`config.mk`:
```
export PLATFORM = sky130hd
export DESIGN_NAME = lsu_bus_port
export DESIGN_NICKNAME = d
export VERILOG_FILES = /design/src/rtl/basic_cache_params.sv /design/src/rtl/lsu_types.sv /design/src/rtl/lsu_timeout_counter.sv /design/src/rtl/lsu_bus_port.sv
export SDC_FILE = /design/constraint.sdc
export NUM_CORES = 1
export LEC_CHECK = 0
export CORE_ASPECT_RATIO = 1.75
export CORE_MARGIN = 2
export CORE_UTILIZATION = 42
export CTS_CLUSTER_DIAMETER = 60
export DETAILED_ROUTE_END_ITERATION = 8
export GPL_TIMING_DRIVEN = 0
export PLACE_DENSITY_LB_ADDON = 0.3
export SLEW_MARGIN = 10
export SYNTH_ARGS = -nofsm -noshare
export SYNTH_HDL_FRONTEND = slang
export SYNTH_HIERARCHICAL = 1
export SYNTH_SLANG_ARGS = --single-unit
```
`constraint.sdc`:
```
create_clock -name clk -period 2.5 [get_ports clk]
set_input_delay 0.75 -clock clk [delete_from_list [all_inputs] [get_ports clk]]
set_output_delay 0.75 -clock clk [all_outputs]
set_load 0.02 [all_outputs]
```
`src/rtl/basic_cache_params.sv`:
```
// Address geometry shared by the cache and the load/store path.
package basic_cache_params;
   localparam int ALEN              = 32;
   localparam int XLEN              = 64;
   localparam int align_bits        = 3;
   localparam int aligned_addr_size = ALEN - align_bits;
endpackage

```
`src/rtl/lsu_types.sv`:
```
// State encoding and captured bus-request layout for the LSU bus port.
package lsu_types;
   import basic_cache_params::*;

   typedef enum logic [1:0] {
      ST_IDLE,
      ST_REQ,
      ST_RESP,
      ST_DONE
   } lsu_state_e;

   typedef struct packed {
      logic [ALEN-1:0]   addr;
      logic              write;
      logic [XLEN-1:0]   wdata;
      logic [XLEN/8-1:0] wmask;
   } bus_req_t;
endpackage

```
`src/rtl/lsu_timeout_counter.sv`:
```
// 8-bit saturating response-wait counter; expired flags the cycle whose count reaches LIMIT.
module lsu_timeout_counter #(
   parameter int unsigned LIMIT = 255
) (
   input  logic clk,
   input  logic rst,
   input  logic clr,
   input  logic en,
   output logic expired
);
   localparam logic [8:0] LIMIT_W = 9'(LIMIT);

   logic [7:0] count;
   logic [8:0] count_inc;

   assign count_inc = {1'b0, count} + 9'd1;
   assign expired   = en && (count_inc >= LIMIT_W);

   always_ff @(posedge clk or negedge rst) begin
      if (!rst) begin
         count <= '0;
      end else if (clr) begin
         count <= '0;
      end else if (en && (count != 8'hFF)) begin
         count <= count + 8'd1;
      end
   end
endmodule

```
`src/rtl/lsu_bus_port.sv`:
```
// Single-outstanding load/store port: one aligned 64-bit bus transaction per request,
// with address-window and response-timeout faults.
//
// state   | meaning
// --------+-----------------------------------------------------------
// IDLE    | waiting for a request; captures it and range-checks it
// REQ     | mem_req_valid held with captured request until ready
// RESP    | waiting for response beat; timeout counter running
// DONE    | one-cycle completion: stall_next low, data/fault presented
module lsu_bus_port
   import basic_cache_params::*;
   import lsu_types::*;
#(
   parameter logic [ALEN-1:0] MEM_BASE       = 32'h8000_0000,
   parameter logic [ALEN-1:0] MEM_SIZE       = 32'h1000_0000,
   parameter int unsigned     TIMEOUT_CYCLES = 255
) (
   input  logic                         clk,
   input  logic                         rst,
   input  logic                         lsu_prev_stalled,
   output logic                         lsu_stall_next,
   input  logic [aligned_addr_size-1:0] lsu_addr,
   input  logic                         lsu_do_load,
   input  logic                         lsu_do_store,
   input  logic [XLEN-1:0]              lsu_store_data,
   input  logic [XLEN/8-1:0]            lsu_store_mask,
   output logic [XLEN-1:0]              lsu_load_data,
   output logic                         lsu_access_fault,
   output logic                         mem_req_valid,
   input  logic                         mem_req_ready,
   output logic [ALEN-1:0]              mem_req_addr,
   output logic                         mem_req_write,
   output logic [XLEN-1:0]              mem_req_wdata,
   output logic [XLEN/8-1:0]            mem_req_wmask,
   input  logic                         mem_resp_valid,
   input  logic [XLEN-1:0]              mem_resp_data,
   input  logic                         mem_resp_error
);
   if (align_bits != 3) begin : g_align_chk
      $error("lsu_bus_port assumes 8-byte lines (align_bits == 3)");
   end
   if (MEM_BASE[2:0] != 3'b000) begin : g_base_chk
      $error("lsu_bus_port: MEM_BASE must be 8-byte aligned");
   end
   if ((TIMEOUT_CYCLES < 1) || (TIMEOUT_CYCLES > 255)) begin : g_tmo_chk
      $error("lsu_bus_port: TIMEOUT_CYCLES must be in 1..255");
   end

   // Window end computed one bit wider so BASE+SIZE at the top of the space cannot wrap.
   localparam logic [ALEN:0] LAST_ADDR =
      {1'b0, MEM_BASE} + {1'b0, MEM_SIZE} - (ALEN+1)'(8);

   lsu_state_e state;
   bus_req_t   req_q;
   logic       tmo_expired;

   logic [ALEN-1:0] byte_addr;
   logic            in_range;
   logic            is_write;

   assign byte_addr = {lsu_addr, {align_bits{1'b0}}};
   assign in_range  = (byte_addr >= MEM_BASE) && ({1'b0, byte_addr} <= LAST_ADDR);
   assign is_write  = lsu_do_store && !lsu_do_load;

   assign mem_req_addr  = req_q.addr;
   assign mem_req_write = req_q.write;
   assign mem_req_wdata = req_q.wdata;
   assign mem_req_wmask = req_q.wmask;

   lsu_timeout_counter #(
      .LIMIT (TIMEOUT_CYCLES)
   ) u_tmo (
      .clk     (clk),
      .rst     (rst),
      .clr     (state != ST_RESP),
      .en      (state == ST_RESP),
      .expired (tmo_expired)
   );

   always_ff @(posedge clk or negedge rst) begin
      if (!rst) begin
         state            <= ST_IDLE;
         lsu_stall_next   <= 1'b1;
         lsu_access_fault <= 1'b0;
         lsu_load_data    <= '0;
         mem_req_valid    <= 1'b0;
         req_q            <= '0;
      end else begin
         lsu_stall_next <= 1'b1;
         case (state)
            ST_IDLE: begin
               if (!lsu_prev_stalled) begin
                  req_q <= '{addr: byte_addr, write: is_write,
                             wdata: lsu_store_data, wmask: lsu_store_mask};
                  if (in_range) begin
                     state         <= ST_REQ;
                     mem_req_valid <= 1'b1;
                  end else begin
                     state            <= ST_DONE;
                     lsu_stall_next   <= 1'b0;
                     lsu_access_fault <= 1'b1;
                     lsu_load_data    <= '0;
                  end
               end
            end
            ST_REQ: begin
               if (mem_req_ready) begin
                  mem_req_valid <= 1'b0;
                  state         <= ST_RESP;
               end
            end
            ST_RESP: begin
               // A response landing on the limit cycle takes priority over the timeout.
               if (mem_resp_valid) begin
                  state            <= ST_DONE;
                  lsu_stall_next   <= 1'b0;
                  lsu_access_fault <= mem_resp_error;
                  lsu_load_data    <= req_q.write ? '0 : mem_resp_data;
               end else if (tmo_expired) begin
                  state            <= ST_DONE;
                  lsu_stall_next   <= 1'b0;
                  lsu_access_fault <= 1'b1;
                  lsu_load_data    <= '0;
               end
            end
            ST_DONE: begin
               state <= ST_IDLE;
            end
            default: begin
               state <= ST_IDLE;
            end
         endcase
      end
   end

`ifndef SYNTHESIS
   a_req_only_idle: assert property (@(posedge clk) disable iff (!rst)
      !lsu_prev_stalled |-> (state == ST_IDLE));
   a_one_op: assert property (@(posedge clk) disable iff (!rst)
      !lsu_prev_stalled |-> (lsu_do_load ^ lsu_do_store));
`endif
endmodule

```
# Word level (Yosys, flattened, before mapping)
# Cells that the tools add are included.
# classes
add_sub_neg,2
n_lt_le_gt_ge,3
eq_ne,10
bitwise_logic,1
n_reduce_logical,13
n_mux,28
# ops
operator,count
2-to-1 mux 64 bit,5
case mux 64 bit (2 select lines),1
>= comparator 32 bit (second input constant),1
<= comparator 32 bit (second input constant),1
2-to-1 mux 8 bit,2
2-to-1 mux 1 bit,11
2-to-1 mux 2 bit,5
!= test 2 bit (second input constant),5
adder 8 x 1 -> 9 bit (second input constant),1
>= comparator 9 x 8 -> 1 bit (second input constant),1
adder 8 x 1 -> 8 bit (second input constant),1
!= test 8 bit (second input constant),1
case mux 2 bit (4 select lines),1
AND reduction 4 bit,2
case mux 1 bit (2 select lines),3
nonzero test 2 bit,3
== test 2 bit (second input constant),2
logical AND 1 bit,4
!= test 3 bit (second input constant),1
AND reduction 3 bit,1
== test 2 x 1 -> 1 bit (second input constant),1
logical NOT 2 bit,1
AND reduction 2 bit,1
logical NOT 1 bit,1
NOT 1 bit,1
# totals
register_bits,179

# Longest topological paths before layout
# Gate-level depths: netlist of the first run.
# logic_depth
word_depth,6
ltp_mapped,12

# Modules after synthesis
# The synthesis of the first run kept the hierarchy.
# by_module_without_submodules
mod,n_inst,cells_per_inst,area_per_inst_um2,seq_area_each_um2
lsu_bus_port,1,523,6926.6,4280.4
lsu_timeout_counter,1,65,581.8,200.2

# Worst setup path before layout of the first run
# OpenSTA, ideal clock, no wires.
# synth_timing
path_type,register to register
from,reg u_tmo.count[0]
to,reg lsu_load_data[0]
synth_period_minus_slack_ns,2.225
required_time_ns,2.421
n_path_buf,2
arrival_time_ns,2.146
stages_incl_launch_ff,11
setup_slack_ns,0.275
path_cell_list,dfrtp_1 > ha_1 > nand4_1 > inv_1 > o2111ai_1 > a21oi_1 > or3_1 > o2111ai_2 > buf_6 > buf_8 > mux2i_1
# synth_between
elab_chain_cells,5
# synth_rtl
element,line_no,source
"start, declared",lsu_timeout_counter.sv:13,logic [7:0] count;
"start signal, assigned",lsu_timeout_counter.sv:25,count <= count + 8'd1;
adder 8 x 1 -> 9 bit,lsu_timeout_counter.sv:16,"assign count_inc = {1'b0, count} + 9'd1;"
>= comparator 9 x 8 -> 1 bit,lsu_timeout_counter.sv:17,assign expired = en && (count_inc >= LIMIT_W);
logical AND 1 bit,lsu_timeout_counter.sv:17,
via tmo_expired,lsu_bus_port.sv:55,logic tmo_expired;
!= test 3 bit (no source line),-,
AND reduction 4 bit (no source line),-,
"end signal, assigned",lsu_bus_port.sv:118,lsu_load_data <= req_q.write ? '0 : mem_resp_data;
"end, declared",lsu_bus_port.sv:27,"output logic [XLEN-1:0] lsu_load_data,"
# The timed path passes the listed nets, and every way through them passes these cells.
# A chain may end at the register's enable or synchronous reset.

# Final worst setup path of the first run
# layout_timing
from,reg state[0]
to,reg lsu_load_data[22]
# layout_between
elab_chain_cells,4
word_cells_on_any_way,9
classes_between,4 x eq/ne; 1 x mux; 4 x reduce/logical
# layout_rtl
element,line_no,source
"start, declared",lsu_bus_port.sv:53,lsu_state_e state;
"start signal, assigned",lsu_bus_port.sv:82,state <= ST_IDLE;
"start signal, assigned",lsu_bus_port.sv:96,state <= ST_REQ;
"start signal, assigned",lsu_bus_port.sv:99,state <= ST_DONE;
== test 2 bit,lsu_bus_port.sv:76,".en (state == ST_RESP),"
logical AND 1 bit,lsu_timeout_counter.sv:17,
via tmo_expired,lsu_bus_port.sv:55,
!= test 3 bit (no source line),-,
AND reduction 4 bit (no source line),-,
# The timed path passes the listed nets, and every way through them passes these cells.

==> results of run 1 <==
## through the flow
stage / cells / hold slack, ps / TNS (ps) / utilization / setup slack, ps
global placement: 1162 / 488 / -1251920 / 0.640 / -6950
detailed placement: 1163 / 494 / -15640 / 0.642 / -263
global route: 1198 / 359 / -411 / 0.680 / -30.3
CTS: 1197 / 343 / 0 / 0.677 / 24.8
floorplan: 590 / 454 / 0 / - / 275
finish: 1198 / 302 / 0 / 0.680 / 91.1
## power groups by stage
stage / sequential, W / clock [W] / combinational [W]
after floorplan: 0.00654 / 0 / 0.00267
after CTS: 0.00492 / 0.00280 / 0.00806
after global routing: 0.00509 / 0.00293 / 0.00853
after global placement: 0.00489 / 0 / 0.00788
after detailed placement: 0.00496 / 0 / 0.00798
final: 0.00490 / 0.00274 / 0.00806
## worst paths after layout
| kind | start | to | slack [ps] |
|---|---|---|---|
| setup / recovery | state[0] | lsu_load_data[22] | 90 |
| hold / removal | rst | mem_req_addr[28] | 300 |
| setup reg to reg | state[0] | lsu_load_data[22] | 90 |
| hold reg to reg | mem_req_wdata[33] | mem_req_wdata[33] | 500 |
| max in group asynchronous | rst | mem_req_addr[4] | 1290 |
| min in group clk | mem_req_wdata[33] | mem_req_wdata[33] | 500 |
## per-layer routing
metal	vias to the layer above	track usage
met4	0	0.0976
met5	-	0
met2	246	0.394
met3	35	0.0714
li1	2658	-
met1	2742	0.233
## sequential cells by signal, summed over array words and instances (netlist names)
name              cells
lsu_access_fault      1
lsu_load_data        64
lsu_stall_next        1
mem_req_addr         29
mem_req_valid         1
mem_req_wdata        64
mem_req_wmask         8
mem_req_write         1
state                 2
u_tmo/count           8
## cell type report
cell class	count	area, um^2	share of cell area
Sequential cell	179	4480	0.376
Timing Repair Buffer	345	3470	0.291
Multi-Input combinational cell	306	2550	0.214
Clock buffer	22	484	0.0406
Tap cell	231	289	0.0242
Inverter	73	274	0.0230
Buffer	32	255	0.0214
Clock inverter	10	123	0.0103
## placed cells by master, fill, tap and decap left out, types with 4 or more instances in the layout
master / count
clkbuf_1: 7
clkbuf_16: 17
nor2_1: 9
clkdlybuf4s50_1: 340
a21oi_1: 6
inv_1: 71
dfrtp_1: 178
mux2i_1: 67
o21ai_0: 4
clkbuf_8: 5
nand4_1: 4
mux2_2: 101
nand2_1: 73
buf_2: 11
buf_4: 10
## logic make-up (layout without fill, tap and decap cells)
group	count (synthesis)	count (layout)
buf+inv	105	482
fa+ha+maj	5	5
other cells	1	3
compound gates	22	22
simple gates	104	104
xor+xnor	4	4
flops	179	179
mux	168	168
## critical path, cell delays in order, from the launching register on
cell and delay, ps:
dfrtp_1 350, inv_1 80, ha_2 230, buf_4 180, nand2_1 70, o2111ai_1 110, o211ai_1 140, a21oi_1 90
or3_4 390, o2111ai_4 140, buf_8 190, buf_8 160, mux2i_1 200
## what timing repair did
item | CTS | global route
hold buffers | 0 | 0
setup endpoints to repair | 40 | 65
buffers inserted | 2 | 1
pin swaps | 1 | 1
resized for setup | 1 | 8
==> impl_metrics.yaml, run 1 <==
sta:
  drv_slew: 0
  finalHoldViolations: 0
  max-slew-margin-rel: 0.536
  period_minus_slack_ps: 2410
  worst_slew_pin_slew_ps: 695
  period_share: 0.964
  rsz0062_at_grt: "yes"
  fmaxAchievable_ghz: 0.415
  setup_viol: 0
  fin_skew_ps: 9.90
synth:
  post_synth.cell_area_avg_um2: 12.8
  yosys_register_bits: 179
  synth_top_area_frac: 0.593
  yosys.area.top_type: "dfrtp_1"
  synth_compound_area_frac: 0.0205
  synth-xor-area-share: 0.00467
  synth_ff_type: "dfrtp_1"
  synthSimpleGateAreaFrac: 0.0605
  synth_async_sr_flop_share: 1.00
  syn_inst: 588
  synthMuxAreaShare: 0.241
  yosysSeqAreaShare: 0.597
  synth_edf_count: 0
  synth.area.top_cells: "dfrtp_1 (59%), mux2_2 (15%), mux2i_1 (8.9%)"
  synth_fa_ha_area_frac: 0.00833
  synth.distinct_cells: 46
  synth_most_common_cell: "dfrtp_1"
  synth_warnings: 6
  ys_top_cells_by_count: "dfrtp_1 (178), mux2_2 (101), nand2_1 (73)"
  synth_top_family_by_area: "multiplexers"
  netlist_area_um2: 7510
floorplanning:
  die-area_um2: 19000
  rows: 64
  num_io_pins: 345
  start_util: 0.428
  fp.coreArea_um2: 17500
  dieWidth_um: 105
  die_h_um: 181
grt:
  grt_max_degree: 93
  grt_pass1_vias: 6141
  grt_usage: 0.220
  grt-ovfl-total: 0
  grt_pass1_wl_mm: 32.7
  grt_antenna_before_repair: 1
placed_design:
  dpl_cell_area_um2: 11300
  portBuffers: 341
  globalplace.congestion: 0.776
  hpwlAfterDp_mm: 15.2
power_and_ir_drop:
  p_leak_nw: 5.20
  finalPower_w: 0.0157
  p_sw_w: 0.00571
  p_per_area_nw_per_um2: 1320
  ir_drop_uv: 730
  pwr-share-comb: 0.513
  power.share.clock: 0.174
  swShare: 0.364
  p_int_w: 0.00999
  pwr-share-seq: 0.312
drt:
  avgRoutedWirePerCell_um: 16.9
  top_layer_used: "met4"
  first_iter_violations: 229
  met1_length_mm: 7.30
  vias: 5681
  route.detailed.drc: 0
  ant_nets: 0
  viasPerCell: 4.74
  wl_met2_mm: 10.8
  dr.pass1.iters: 4
  wl_met3_mm: 1.54
  routed_wirelength_mm: 20.2
finish:
  n_fill_cell: 1275
  area_growth_pct: 58.8
  layout-drive-gt1-share: 0.182
  fin_area_um2: 11900
  nets: 1132
  antenna_cells: 0
critical_path:
  required_ps: 2850
  path_class: "flip-flop to flip-flop"
  cp-start-kind: "flip-flop"
  worst_ep_arrival_time_ps: 2760
  crit_path_end_kind: "flip-flop"
  r2r_cells: 12
  crit_fanout: 10
run_status:
  status: "completed"
worst_hold_path:
  hold_path.class: "primary input to async pin"
clock_network:
  cts_tree: "done"
  root_buffer: "clkbuf_16"
  clk_latency_ps: 420
  cts_buffers: 17
  path_clk_slew_ps: 70
  cts_buffer_depth: 2
  htreeDepth: 4
  numClockSinks: 179
flow_run:
  maxCapViolCount: 0
(Power assumes the default switching activity.)
==> inputs of run 2 (changes only) <==
Settings changed: ABC_AREA set to 1.
==> impl_metrics.yaml, run 2 <==
sta:
  finalHoldViolations: 0
  fin_skew_ps: 8.50
  fmaxAchievable_ghz: 0.416
  period_share: 0.961
  tns_ps: 0
  drv_slew: 0
  worst_slew_pin_slew_ps: 581
  max-slew-margin-rel: 0.613
  whs_ps: 267
  setup_viol: 0
  period_minus_slack_ps: 2400
critical_path:
  critPathSlowestCell: "dfrtp_1"
  rrSetupSlack_ps: 100
  endpoint: "lsu_load_data[61]"
  required_ps: 2810
  worst_ep_arrival_time_ps: 2720
  path_cells: "ha_2, nand2_2, nor2_1, nand2_1, nand2_1, nand2_1, nor2_1, nand3_1, a21oi_1, inv_1, nand2_1, nor2_2, nor2_4, nand2_2, buf_8, buf_6, nand2_1, nand2_1"
  critPathMaxStageDelay_ps: 430
  cpMostUsedCell: "nand2_1"
  r2r_start: "u_tmo/count[0]"
  cp-startpoint: "u_tmo/count[0]"
  path_class: "flip-flop to flip-flop"
  r2r_cells: 18
  cp-start-kind: "flip-flop"
  crit_fanout: 10
  crit_path_end_kind: "flip-flop"
  r2r-end: "lsu_load_data[61]"
placed_design:
  globalplace.congestion: 0.847
  dp.cells: 1550
  dpl_cell_area_um2: 11500
  hpwlAfterDp_mm: 17.5
  portBuffers: 341
synth:
  yosys_register_bits: 179
  synth_edf_count: 0
  ys_top_cells_by_count: "nand2_1 (461), dfrtp_1 (178), inv_1 (86)"
  netlist_area_um2: 7780
  synth_top_area_frac: 0.572
  yosysSeqAreaShare: 0.576
  post_synth.cell_area_avg_um2: 8.01
  yosys.area.top_type: "dfrtp_1"
  synth_async_sr_flop_share: 1.00
  synth_most_common_cell: "nand2_1"
  synth_ff_type: "dfrtp_1"
  synth_warnings: 6
  synth.area.top_cells: "dfrtp_1 (57%), nand2_1 (22%), nand3_1 (4.9%)"
  synth.distinct_cells: 27
  syn_inst: 972
grt:
  grt_usage: 0.241
  grt-ovfl-total: 0
  grt_pass1_vias: 7061
  grt_antenna_before_repair: 0
  grt_max_degree: 110
  grt_pass1_wl_mm: 36.6
finish:
  layout_commonest_cell: "nand2_1"
  final_cells: 1588
  n_fill_cell: 1491
  layout_common_cells: "nand2_1 (460), clkdlybuf4s50_1 (340), dfrtp_1 (177)"
  layout-drive-gt1-share: 0.0702
  fin_area_um2: 12300
  nets: 1519
  antenna_cells: 0
  area_growth_pct: 57.4
clock_network:
  cts_tree: "done"
  clk_latency_ps: 430
  holdBufCountCts: 0
  path_clk_slew_ps: 70
  numClockSinks: 179
  cts_buffers: 17
  cts_buffer_depth: 2
  root_buffer: "clkbuf_16"
  htreeDepth: 4
floorplanning:
  start_util: 0.429
  rows: 65
  die_h_um: 184
  fp.coreArea_um2: 18100
  dieWidth_um: 107
  num_io_pins: 345
  die-area_um2: 19700
power_and_ir_drop:
  finalPower_w: 0.0151
  p_per_area_nw_per_um2: 1230
  ir_drop_uv: 678
  p_leak_nw: 6.30
drt:
  ant_nets: 0
  dr.pass1.iters: 4
  vias: 7409
  routed_wirelength_mm: 23.7
  viasPerCell: 4.67
  first_iter_violations: 381
  route.detailed.drc: 0
  avgRoutedWirePerCell_um: 14.9
run_status:
  status: "completed"
worst_hold_path:
  hold_path.class: "primary input to async pin"
flow_run:
  maxCapViolCount: 0
==> run 2: cell types whose count changed in the layout (fill, tap and decap cells not counted), sizes merged, moves of 67 or more <==
cell   previous run  this run
nand3             4        77
nand2            74       464
nor2              9        83
mux2i            67         0
mux2            101         0
==> run 2: worst max-delay path, delay by kind of cell (launching register included) <==
family	cells	cell delay (ps)
AO/OA/AOI/OAI	1	150
adder cells (fa/ha/maj)	1	240
buffers and inverters	3	350
flip-flops	1	430
AND/OR/NAND/NOR	13	1110
==> run 2: worst min path at each step <==
stage,startpoint,endpoint
global route,rst,mem_req_wdata[2]
floorplan,rst,lsu_access_fault
detailed placement,mem_req_wdata[21],mem_req_wdata[21]
finish,rst,mem_req_wdata[7]
CTS,rst,mem_req_wdata[2]
global placement,lsu_load_data[56],lsu_load_data[56]
==> run 2: layout make-up <==
type	count	area, um^2	area share
Clock buffer	21	470	0.0384
Timing Repair Buffer	348	3510	0.286
Multi-Input combinational cell	654	2710	0.221
Sequential cell	179	4480	0.366
Clock inverter	11	150	0.0123
Buffer	52	300	0.0245
Tap cell	234	293	0.0239
Inverter	89	334	0.0273
==> run 2: kinds of logic after synthesis <==
group	share of synthesized area
simple gates	0.322
other cells	0.000482
compound gates	0.0138
fa+ha+maj	0.00804
flops	0.576
buf+inv	0.0805
==> run 2: per-layer routing <==
| metal | vias up | wire length (um) | track usage |
|---|---|---|---|
| li1 | 3649 | - | - |
| met4 | 0 | 962 | 0.121 |
| met1 | 3402 | 8730 | 0.255 |
| met3 | 56 | 1750 | 0.0682 |
| met2 | 302 | 12200 | 0.433 |
| met5 | - | 0 | 0 |
==> run 2: report_power, final <==
group / total [W] / switching [W] / leakage (nW) / internal, W
logic: 0.00755 / 0.00422 / 3.67 / 0.00333
clock network: 0.00282 / 0.00116 / 0.300 / 0.00166
registers: 0.00474 / 0.000640 / 2.32 / 0.00410
total: 0.0151 / 0.00602 / 6.30 / 0.00909
==> run 2: metrics by stage <==
stage	util	setup slack, ps
2_1_floorplan	-	479
3_3_place_gp	0.634	-6800
3_5_place_dp	0.636	-179
4_1_cts	0.670	13.7
5_1_grt	0.675	-28.5
6_report	0.675	97.6
==> run 2: repair_timing <==
item | in CTS | in global routing
endpoints found under the setup margin | 0 | 62
setup buffers | 0 | 5
gates resized for setup | 0 | 10
